File: src/rtl/clb_cfg_pkg.sv
// Shared types and constants for the CLB configuration loader.
//   CFG_W       : width of one CLB confi word
//   SYNC_WORD   : frame header, sent MSB-first before every payload
//   *_LSB/*_W   : confi field placement (MODE, SEL_A, SEL_B, ROUTE, USE_FF)
//   cfg_state_e : loader FSM states
//   confi_t     : packed view of one confi word
package clb_cfg_pkg;

    localparam int unsigned CFG_W     = 13;
    localparam int unsigned HDR_W     = 8;
    localparam logic [7:0]  SYNC_WORD = 8'hA5;

    localparam int unsigned MODE_LSB   = 0;
    localparam int unsigned MODE_W     = 2;
    localparam int unsigned SEL_A_LSB  = 2;
    localparam int unsigned SEL_A_W    = 3;
    localparam int unsigned SEL_B_LSB  = 5;
    localparam int unsigned SEL_B_W    = 3;
    localparam int unsigned ROUTE_LSB  = 8;
    localparam int unsigned ROUTE_W    = 4;
    localparam int unsigned USE_FF_LSB = 12;

    typedef enum logic [2:0] {
        IDLE   = 3'd0,
        HDR    = 3'd1,
        LOAD   = 3'd2,
        PAR    = 3'd3,
        COMMIT = 3'd4
    } cfg_state_e;

    // Field order mirrors the *_LSB offsets above, MSB first.
    typedef struct packed {
        logic                 use_ff;
        logic [ROUTE_W-1:0]   route;
        logic [SEL_B_W-1:0]   sel_b;
        logic [SEL_A_W-1:0]   sel_a;
        logic [MODE_W-1:0]    mode;
    } confi_t;

endpackage

File: src/rtl/clb_cfg_loader_if.sv
// Serial configuration bit channel (valid/ready).
//   bit_valid_i : producer offers a bit
//   bit_data_i  : bit value
//   bit_ready_o : loader takes the bit this cycle
// master = bitstream source, slave = clb_cfg_loader.
interface clb_cfg_loader_if;

    logic bit_valid_i;
    logic bit_data_i;
    logic bit_ready_o;

    modport master (
        output bit_valid_i,
        output bit_data_i,
        input  bit_ready_o
    );

    modport slave (
        input  bit_valid_i,
        input  bit_data_i,
        output bit_ready_o
    );

endinterface

File: src/rtl/clb_cfg_loader.sv
// Frames a serial config bitstream (sync header, payload, even parity) and
// commits one confi word per CLB in a single cycle.
//   clk_i, rst_i : clock, synchronous active-high reset
//   start_i      : begin a load (IDLE only)
//   abort_i      : cancel a load in HDR/LOAD/PAR
//   bit_if       : serial bit channel (slave side)
//   cfg_o        : committed config, CLB n at [n*CFG_W +: CFG_W]
//   cfg_valid_o  : sticky, set by the first successful commit
//   busy_o       : FSM not in IDLE
//   done_o       : one-cycle pulse, first cycle of new cfg_o
//   err_o        : one-cycle pulse on header or parity failure
module clb_cfg_loader
    import clb_cfg_pkg::*;
#(
    parameter int unsigned NUM_CLB = 4
) (
    input  logic                     clk_i,
    input  logic                     rst_i,
    input  logic                     start_i,
    input  logic                     abort_i,
    clb_cfg_loader_if.slave          bit_if,
    output logic [NUM_CLB*CFG_W-1:0] cfg_o,
    output logic                     cfg_valid_o,
    output logic                     busy_o,
    output logic                     done_o,
    output logic                     err_o
);

    localparam int unsigned PAY_W = NUM_CLB * CFG_W;
    localparam int unsigned CNT_W = $clog2(PAY_W + 1);

    cfg_state_e         r_state;
    cfg_state_e         w_state_nxt;
    logic [HDR_W-2:0]   r_hdr_sr;      // last 7 header bits; the 8th is compared live
    logic [2:0]         r_hdr_cnt;
    logic [CNT_W-1:0]   r_bit_cnt;
    logic               r_par;
    logic [PAY_W-1:0]   r_shadow;
    logic               r_cfg_valid;
    logic               r_done;
    logic               r_err;

    logic               w_ready;
    logic               w_accept;
    logic               w_commit;
    logic               w_err_nxt;
    logic               w_hdr_ok;
    logic               w_par_ok;

    assign w_hdr_ok = ({r_hdr_sr, bit_if.bit_data_i} == SYNC_WORD);
    assign w_par_ok = ~(r_par ^ bit_if.bit_data_i);

    // State register
    always_ff @(posedge clk_i) begin
        if (rst_i) begin
            r_state <= IDLE;
        end else begin
            r_state <= w_state_nxt;
        end
    end

    // Next state, handshake and pulse requests
    always_comb begin
        w_state_nxt = r_state;
        w_commit    = 1'b0;
        w_err_nxt   = 1'b0;
        w_ready     = ((r_state == HDR) || (r_state == LOAD) || (r_state == PAR)) && !abort_i;
        w_accept    = bit_if.bit_valid_i && w_ready;

        case (r_state)
            IDLE: begin
                if (start_i) begin
                    w_state_nxt = HDR;
                end
            end
            HDR: begin
                if (abort_i) begin
                    w_state_nxt = IDLE;
                end else if (w_accept && (r_hdr_cnt == 3'd7)) begin
                    w_state_nxt = w_hdr_ok ? LOAD : IDLE;
                    w_err_nxt   = !w_hdr_ok;
                end
            end
            LOAD: begin
                if (abort_i) begin
                    w_state_nxt = IDLE;
                end else if (w_accept && (r_bit_cnt == CNT_W'(PAY_W - 1))) begin
                    w_state_nxt = PAR;
                end
            end
            PAR: begin
                if (abort_i) begin
                    w_state_nxt = IDLE;
                end else if (w_accept) begin
                    w_state_nxt = w_par_ok ? COMMIT : IDLE;
                    w_err_nxt   = !w_par_ok;
                end
            end
            COMMIT: begin
                w_commit    = 1'b1;
                w_state_nxt = IDLE;
            end
            default: begin
                w_state_nxt = IDLE;
            end
        endcase
    end

    // Header shift, payload shadow, counters, parity and status pulses
    always_ff @(posedge clk_i) begin
        if (rst_i) begin
            r_hdr_sr    <= '0;
            r_hdr_cnt   <= '0;
            r_bit_cnt   <= '0;
            r_par       <= 1'b0;
            r_shadow    <= '0;
            r_cfg_valid <= 1'b0;
            r_done      <= 1'b0;
            r_err       <= 1'b0;
        end else begin
            r_done <= w_commit;
            r_err  <= w_err_nxt;
            if (w_commit) begin
                r_cfg_valid <= 1'b1;
            end
            case (r_state)
                IDLE: begin
                    if (start_i) begin
                        r_hdr_cnt <= '0;
                        r_bit_cnt <= '0;
                        r_par     <= 1'b0;
                    end
                end
                HDR: begin
                    if (w_accept) begin
                        r_hdr_sr <= {r_hdr_sr[HDR_W-3:0], bit_if.bit_data_i};
                        if (r_hdr_cnt != 3'd7) begin
                            r_hdr_cnt <= r_hdr_cnt + 3'd1;
                        end
                    end
                end
                LOAD: begin
                    if (w_accept) begin
                        r_shadow[r_bit_cnt] <= bit_if.bit_data_i;
                        r_par               <= r_par ^ bit_if.bit_data_i;
                        r_bit_cnt           <= r_bit_cnt + CNT_W'(1);
                    end
                end
                default: begin
                end
            endcase
        end
    end

    // Per-CLB committed word, loaded from its shadow slice at COMMIT
    for (genvar n = 0; n < NUM_CLB; n++) begin : g_clb
        confi_t r_word;

        always_ff @(posedge clk_i) begin
            if (rst_i) begin
                r_word <= '0;
            end else if (w_commit) begin
                r_word <= confi_t'(r_shadow[n*CFG_W +: CFG_W]);
            end
        end

        assign cfg_o[n*CFG_W +: CFG_W] = r_word;
    end

    assign bit_if.bit_ready_o = w_ready;
    assign cfg_valid_o        = r_cfg_valid;
    assign busy_o             = (r_state != IDLE);
    assign done_o             = r_done;
    assign err_o              = r_err;

endmodule

File: src/flat_wrapper.sv
// flat-port wrapper written by rule: the top's interface ports become plain ports
module clb_cfg_loader_flat import clb_cfg_pkg::*;
#(
    parameter int unsigned NUM_CLB = 4
)
  (clk_i, rst_i, start_i, abort_i, cfg_o, cfg_valid_o, busy_o, done_o, err_o, bit_if_bit_valid_i, bit_if_bit_data_i, bit_if_bit_ready_o);
  clb_cfg_loader_if bit_if_i ();
  input  logic clk_i;
  input  logic rst_i;
  input  logic start_i;
  input  logic abort_i;
  output logic [NUM_CLB*CFG_W-1:0] cfg_o;
  output logic cfg_valid_o;
  output logic busy_o;
  output logic done_o;
  output logic err_o;
  input wire logic [$bits(bit_if_i.bit_valid_i)-1:0] bit_if_bit_valid_i;
  input wire logic [$bits(bit_if_i.bit_data_i)-1:0] bit_if_bit_data_i;
  output wire logic [$bits(bit_if_i.bit_ready_o)-1:0] bit_if_bit_ready_o;
  assign bit_if_i.bit_valid_i = bit_if_bit_valid_i;
  assign bit_if_i.bit_data_i = bit_if_bit_data_i;
  assign bit_if_bit_ready_o = bit_if_i.bit_ready_o;
  clb_cfg_loader #(.NUM_CLB(NUM_CLB)) u_core (.clk_i(clk_i), .rst_i(rst_i), .start_i(start_i), .abort_i(abort_i), .bit_if(bit_if_i), .cfg_o(cfg_o), .cfg_valid_o(cfg_valid_o), .busy_o(busy_o), .done_o(done_o), .err_o(err_o));
endmodule
File: config.mk
export PLATFORM = sky130hd
export DESIGN_NAME = clb_cfg_loader_flat
export DESIGN_NICKNAME = d
export VERILOG_FILES = /design/src/rtl/clb_cfg_pkg.sv /design/src/rtl/clb_cfg_loader_if.sv /design/src/rtl/clb_cfg_loader.sv /design/src/flat_wrapper.sv
export SDC_FILE = /design/constraint.sdc
export NUM_CORES = 1
export LEC_CHECK = 0
export BUFFER_PORTS_ARGS = -buffer_cell sky130_fd_sc_hd__buf_2
export CAP_MARGIN = 20
export CORE_MARGIN = 5
export CORE_UTILIZATION = 45
export DETAILED_ROUTE_END_ITERATION = 8
export HOLD_SLACK_MARGIN = 0.1
export SLEW_MARGIN = 10
export SYNTH_ARGS = -nofsm -noshare
export SYNTH_HDL_FRONTEND = slang
export SYNTH_SLANG_ARGS = --single-unit
export TNS_END_PERCENT = 20
File: constraint.sdc
create_clock -name clk_i -period 5.65 [get_ports clk_i]
set_clock_uncertainty 0.2 [all_clocks]
set_input_delay 1.4125 -clock clk_i [delete_from_list [all_inputs] [get_ports clk_i]]
set_output_delay 1.4125 -clock clk_i [all_outputs]
set_load 0.02 [all_outputs]
---- Word level (Yosys, flattened, before mapping) ----
Cells that the tools add are included.
storage, ports and cells
  logic and storage cells ................. 96
  input bits .............................. 6
  output and inout bits ................... 57
  register bits ........................... 127
operators by class
  equal/unequal tests ..................... 15
  reductions and logical operators ........ 18
  $add $sub $neg .......................... 2
  bitwise gates (word level) .............. 1
  muxes and demuxes ....................... 29
  order comparisons ....................... 2
operator list
  cell                 number
  $bwmux 52            1
  $mux 3               11
  $mux 6               2
  $pmux 3 s4           1
  $pmux 6 s2           1
  $ne 3x3->1 const B   3
  $eq 8x8->1 const B   1
  $mux 1               8
  $reduce_and 4->1     2
  $lt 6x7->1 const B   1
  $add 6x1->6 const B  1
  $demux 1 s6          1
  $eq 3x2->1 const B   2
  $eq 3x3->1 const B   2
  $eq 6x6->1 const B   1
  $ge 6x1->1 const B   1
  $pmux 3 s2           1
  $logic_and 1x1->1    5
  $ne 2x1->1 const B   2
  $ne 2x2->1 const B   2
  $pmux 1 s2           2
  $reduce_and 2->1     2
  $reduce_bool 2->1    2
  $add 3x1->3 const B  1
  other kinds (9)      11

---- Longest topological paths before layout ----
Gate-level depths: netlist (run 1).
  word-level depth ........................ 9
  gate-level depth with buffers ........... 6
  mapped depth without buffers ............ 6

---- Least setup slack after synthesis (run 1) ----
Ideal clock, no wire load.
  path type ............................... input to output
  start point ............................. in abort_i
  end point ............................... out bit_if_bit_ready_o
  data required time ...................... 4038 ps
  path buffers ............................ 1
  arrival time ............................ 2189 ps
  stages on the path ...................... 2
  path slack .............................. 1849 ps
  cells stage by stage .................... clkbuf_1 > nor3_1
between the ends
  word-level cells in the longest chain between the ends .. 2
ends and longest elaborated chain
  what               RTL line              text
  from (decl)        flat_wrapper.sv:11    input logic abort_i;
  $logic_not 1->1    clb_cfg_loader.sv:67  w_ready = ((r_state == HDR) || (r_state == LOAD) || (r_state == PAR)) && !abort_i;
  $logic_and 1x1->1  clb_cfg_loader.sv:67
  to (decl)          flat_wrapper.sv:19    output wire logic [$bits(bit_if_i.bit_ready_o)-1:0] bit_if_bit_ready_o;
Every way passes these cells.

---- Final worst setup path (run 1) ----
Same ends and word-level chain as after synthesis.

==> out/metrics.cfg, run 1 <==
[outcome]
status = finished, final reports clean

[global_routing]
overflow = 0
track_usage_pct = 18.4
grt_first_pass_wirelength_mm = 21.2
grt_pass1_vias = 4225
antenna_found_initial = 0
grt_max_degree = 73

[cells_and_area]
layout-drive-gt1-share_pct = 15.2
fillCellCount = 1104
fin_nets = 667
multi_input_area_um2 = 2510
antennaDiodeCount = 0
area_growth_pct = 18.2
final_area_um2 = 6210
seq_area_um2 = 2540

[sta]
layout_setup_ws_ns = 1.89
slew_viol_final = 0
finalCritPeriodShare_pct = 66.5
fin_tns_setup_ns = 0
setup_viol = 0
max_slew_margin_pct = 30.0
min_period_ns = 3.76
max_freq_mhz = 266
hold_viol_final = 0
rsz0062_at_grt = false
hold-worst-slack_ns = 0.248
tightestPinTransition_ns = 1.05

[die]
io_pins = 63
coreArea_um2 = 11400
start_util_pct = 46.0
die_x_um = 118
die_area_um2 = 13900
core.rowCount = 39
die_h_um = 118

[yosys]
async_flop_share_pct = 0
yosysWarnings = 0
yosysSeqAreaShare_pct = 48.4
synth.avg_cell_area_um2 = 8.41
syn_area_um2 = 5260
syn_inst = 625
synth_ff_type = dfxtp_1
synth_nets = 634
synth.ff_latch_count = 127
netlist.area_leader.share_pct = 48.4
synth.distinct_cells = 46
synth_largest_area_cell = dfxtp_1
synth_edf_count = 0
synthTopCellsByArea = dfxtp_1 (48%), mux2i_1 (9.1%), nand2_1 (8.8%), a21oi_1 (6.7%), nand3_1 (4.6%)

[clocking]
clk_latency_ns = 0.42
numCtsBuffers = 17
cts-resized-gates = 0
clock-sinks = 127
clockBufferDepth = 2
clkTransAtPathRegs_ns = 0.05
root_buffer = clkbuf_16
postCtsHoldBufs = 0
htreeDepth = 4
cts_tree = yes
cts_setup_buffers = 0

[routing]
vias = 4347
drt-pass1-iter-count = 5
vias_per_cell = 5.35
drc = 0
drt-total-wl_mm = 12.5
drtIter0Drc = 291
ant_nets = 0
avgRoutedWirePerCell_um = 15.4

[power_and_ir_drop]
power_density_nw_per_um2 = 350
p_leak_nw = 2.62
power_mw = 2.17
peakVddDrop_v = 0.000283

[critical_path]
critPathKind = primary input to output port
cp_max_fo = 12
cp.required_ns = 4.04
cp.arrival_ns = 2.14
cp-end-kind = output port
cp-start-kind = primary input

[place]
placed_area_um2 = 5580
detailedPlace.worstSlack_ns = 1.90
dp_hpwl_mm = 8.13
placement.io_buffers = 62
globalplace.congestion = 0.816

[min_path]
worstHoldPathType = flip-flop to flip-flop

[run]
cap_violations = 0

## registers in the layout (all words and copies together) (netlist names), 3 cells and up
name / count
u_core.r_bit_cnt: 6
u_core.r_shadow: 52
u_core.r_state: 3
u_core.cfg_o: 52
u_core.r_hdr_sr: 7
u_core.r_hdr_cnt: 3
## routing by layer
layer / vias up / share of wire [%] / GRT usage [%]
li1: 2202 / - / -
met1: 2039 / 48 / 24.3
met2: 91 / 45 / 28.7
met3: 15 / 5.1 / 6.68
met4: 0 / 0.99 / 4.44
met5: - / 0 / 0
## cells in the final DEF (no fill, tap or decap), drive strengths merged, types with 4 or more instances in the layout
| cell | instances |
|---|---|
| mux2i | 48 |
| nand3 | 48 |
| dfxtp | 127 |
| bufinv | 4 |
| o21ai | 7 |
| nor3 | 10 |
| xor2 | 5 |
| a21oi | 70 |
| nand4 | 14 |
| buf | 65 |
| nor2 | 60 |
| nor4bb | 4 |
| and4bb | 4 |
| clkbuf | 26 |
| and2 | 4 |
| nor2b | 6 |
| nor3b | 4 |
| nand2 | 123 |
## worst paths after layout
kind / startpoint / end / slack, ns / cells after the start
setup / recovery: abort_i / bit_if_bit_ready_o / 1.89 / 3
hold / removal: u_core.cfg_o[11] / u_core.cfg_o[11] / 0.25 / 2
setup reg to reg: u_core.r_state[0] / u_core.r_hdr_cnt[1] / 3.21 / 4
hold reg to reg: u_core.cfg_o[11] / u_core.cfg_o[11] / 0.25 / 2
## through the flow
step / util (%) / std cells
after detailed placement: 48.8 / 782
after CTS: 54.4 / 813
final: 54.4 / 813
after global routing: 54.4 / 813
after floorplan: - / 625
after global placement: 48.8 / 782
## area by class of cell
type / count / area share, %
Clock inverter: 5 / 2.01
Inverter: 2 / 0.121
Clock buffer: 26 / 8.20
Tap cell: 143 / 2.88
Multi-Input combinational cell: 445 / 40.5
Sequential cell: 127 / 40.9
Timing Repair Buffer: 65 / 5.40
## Yosys cell counts, types with 2 or more instances
library cell / n
dfxtp_1: 127
nand2_1: 123
a21oi_1: 70
nor2_1: 59
mux2i_1: 48
nand3_1: 48
clkbuf_1: 40
nand4_1: 14
nor3_1: 10
buf_2: 9
o21ai_1: 7
nor2b_1: 6
xor2_1: 5
and2_1: 4
nor4bb_1: 4
and3b_1: 3
ha_1: 3
nand4b_1: 3
nor3b_1: 3
o211ai_1: 3
a31oi_1: 2
and4b_1: 2
and4bb_1: 2
and4bb_2: 2
buf_1: 2
inv_1: 2
nand3b_1: 2
o221ai_1: 2
or2_1: 2
or3_1: 2
## cells by family (layout without fill, tap and decap cells)
kind of cell | Yosys count | in the layout | synth area share [%]
multiplexers | 48 | 48 | 9.14
adder cells (fa/ha/maj) | 3 | 3 | 0.714
flip-flops | 127 | 127 | 48.4
AND/OR/NAND/NOR | 300 | 300 | 27.8
AO/OA/AOI/OAI | 89 | 89 | 9.14
buffers and inverters | 53 | 98 | 4.00
XOR/XNOR | 5 | 5 | 0.833
## critical path, stage by stage
cell	delay, ns
buf_2	0.17
nor3_1	0.32
buf_2	0.23
## power breakdown
| group | total, mW | switching, mW | internal [mW] |
|---|---|---|---|
| Clock | 1.16 | 0.370 | 0.794 |
| Sequential | 0.915 | 0.0137 | 0.901 |
| Combinational | 0.0933 | 0.0678 | 0.0254 |
| Total | 2.17 | 0.451 | 1.72 |
No activity file was read; power rests on OpenSTA's default activity.
==> inputs of run 2 (changes only) <==
clock period = 3.9 ns   (was 5.65 ns; I/O delays follow)
==> out/metrics.cfg, run 2 (synthesis gave the netlist of run 1 again) <==
[cells_and_area]
area_growth_pct = 18.0
final_area_um2 = 6200
final_cell_mix = dfxtp_1 (127), nand2_1 (122), a21oi_1 (70)
layout-drive-gt1-share_pct = 15.6
antennaDiodeCount = 0
fin_nets = 671
layout_commonest_cell = dfxtp_1

[min_path]
hold-path-cell-count = 2
worstHoldPathType = flip-flop to flip-flop
hold_end = u_core.cfg_o[10]
hp-start = u_core.cfg_o[10]

[sta]
min_period_ns = 2.96
finalCritPeriodShare_pct = 75.9
slew_viol_final = 0
setup_viol = 0
layout_setup_ws_ns = 0.940
max_freq_mhz = 338
tightestPinTransition_ns = 1.12
fin_tns_setup_ns = 0
max_slew_margin_pct = 25.0
hold_viol_final = 0
rsz0062_at_grt = false

[routing]
avgRoutedWirePerCell_um = 15.6
ant_nets = 0
vias_per_cell = 5.45
vias = 4452
drc = 0
drtIter0Drc = 247
drt-pass1-iter-count = 5
drt-total-wl_mm = 12.7

[clocking]
clkTransAtPathRegs_ns = 0.05
root_buffer = clkbuf_16
numCtsBuffers = 17
cts_tree = yes
cts-resized-gates = 0
clockBufferDepth = 2
clock-sinks = 127
htreeDepth = 4
cts_setup_buffers = 0
postCtsHoldBufs = 0
clk_latency_ns = 0.41

[place]
placed_area_um2 = 5600
globalplace.congestion = 0.837
placement.io_buffers = 62
dp_hpwl_mm = 8.49
detailedPlace.worstSlack_ns = 1.06

[global_routing]
antenna_found_initial = 0
track_usage_pct = 18.8
grt_first_pass_wirelength_mm = 21.6
grt_pass1_vias = 4238
grt_max_degree = 61
overflow = 0

[critical_path]
reg2reg_from = u_core.r_state[0]
cp.arrival_ns = 1.79
cp.required_ns = 2.72
cp_max_fo = 16
reg2reg_depth = 4
critPathSlowestCell = dfxtp_1
crit_chain = nor2_1 > nor3_1 > buf_2
critPathKind = flip-flop to output port
cp-end-kind = output port
cp-start-kind = flip-flop
reg2reg_to = u_core.r_hdr_cnt[2]
critical_path_buf_inv_count = 1
r2r_slack_ns = 1.46
cpPeakStageDelay_ns = 0.69
crit_family = flip-flops

[power_and_ir_drop]
p_comb_share_pct = 4.6
power_density_nw_per_um2 = 495
clkPwrFrac_pct = 52.3
p_sw_uw = 659
swShare_pct = 21.5
sequentialPowerShare_pct = 43.2
intPower_mw = 2.41
p_leak_nw = 2.62
peakVddDrop_v = 0.000439

[die]
start_util_pct = 46.0
coreArea_um2 = 11400
die_h_um = 118
core.rowCount = 39
io_pins = 63
die_x_um = 118
die_area_um2 = 13900

[run]
cap_violations = 0

[outcome]
status = finished, final reports clean

-- run 2: cell count changes in the layout (fill, tap and decap cells not counted) --
cell / delta
bufinv_16: -1
nor4bb_1: +1
clkinv_2: +2
buf_4: +4
nor4bb_2: -1
clkbuf_8: -1
-- run 2: cell type report --
class	count	area [um2]
well taps	143	179
inverters	2	7.51
multi-input cells	445	2510
fillers	1106	5220
flip-flops and latches	127	2540
repair buffers	69	365
clock buffers	25	495
clock inverters	6	105
-- run 2: worst min-delay path, stage by stage (launching register included) --
cell and delay (ns):
dfxtp_1 0.30, nand2_1 0.05, a21oi_1 0.05
-- run 2: through the flow --
stage / utilization (%) / hold slack [ns] / power (mW) / std cells
after floorplan: - / 0.231 / 1.45 / 625
after global placement: 49.0 / 0.240 / 1.49 / 786
after global routing: 54.3 / 0.269 / 3.17 / 817
after CTS: 54.3 / 0.253 / 3.09 / 817
after detailed placement: 49.0 / 0.247 / 1.49 / 786
final: 54.3 / 0.250 / 3.07 / 817
-- run 2: worst max-delay path by stage --
stage | to | slack [ns] | depth (start not counted) | startpoint
after global placement | bit_if_bit_ready_o | 1.08 | 3 | abort_i
after floorplan | bit_if_bit_ready_o | 0.97 | 2 | abort_i
after detailed placement | bit_if_bit_ready_o | 1.06 | 3 | abort_i
after CTS | bit_if_bit_ready_o | 0.94 | 3 | u_core.r_state[0]
final | bit_if_bit_ready_o | 0.94 | 3 | u_core.r_state[0]
after global routing | bit_if_bit_ready_o | 0.76 | 3 | u_core.r_state[0]
-- run 2: power groups by stage --
stage               combinational, mW  clock (mW)  sequential (mW)
floorplan                       0.113           0             1.34
global placement                0.136           0             1.35
detailed placement              0.139           0             1.35
CTS                             0.140        1.63             1.32
global route                    0.153        1.70             1.33
finish                          0.140        1.60             1.32
-- run 2: metal layers --
| metal | up-vias | part of all wire (%) | track usage (%) |
|---|---|---|---|
| met1 | 2112 | 48 | 25.3 |
| li1 | 2221 | - | - |
| met4 | 0 | 1.2 | 5.59 |
| met2 | 100 | 46 | 28.5 |
| met5 | - | 0 | 0 |
| met3 | 19 | 5.2 | 6.58 |
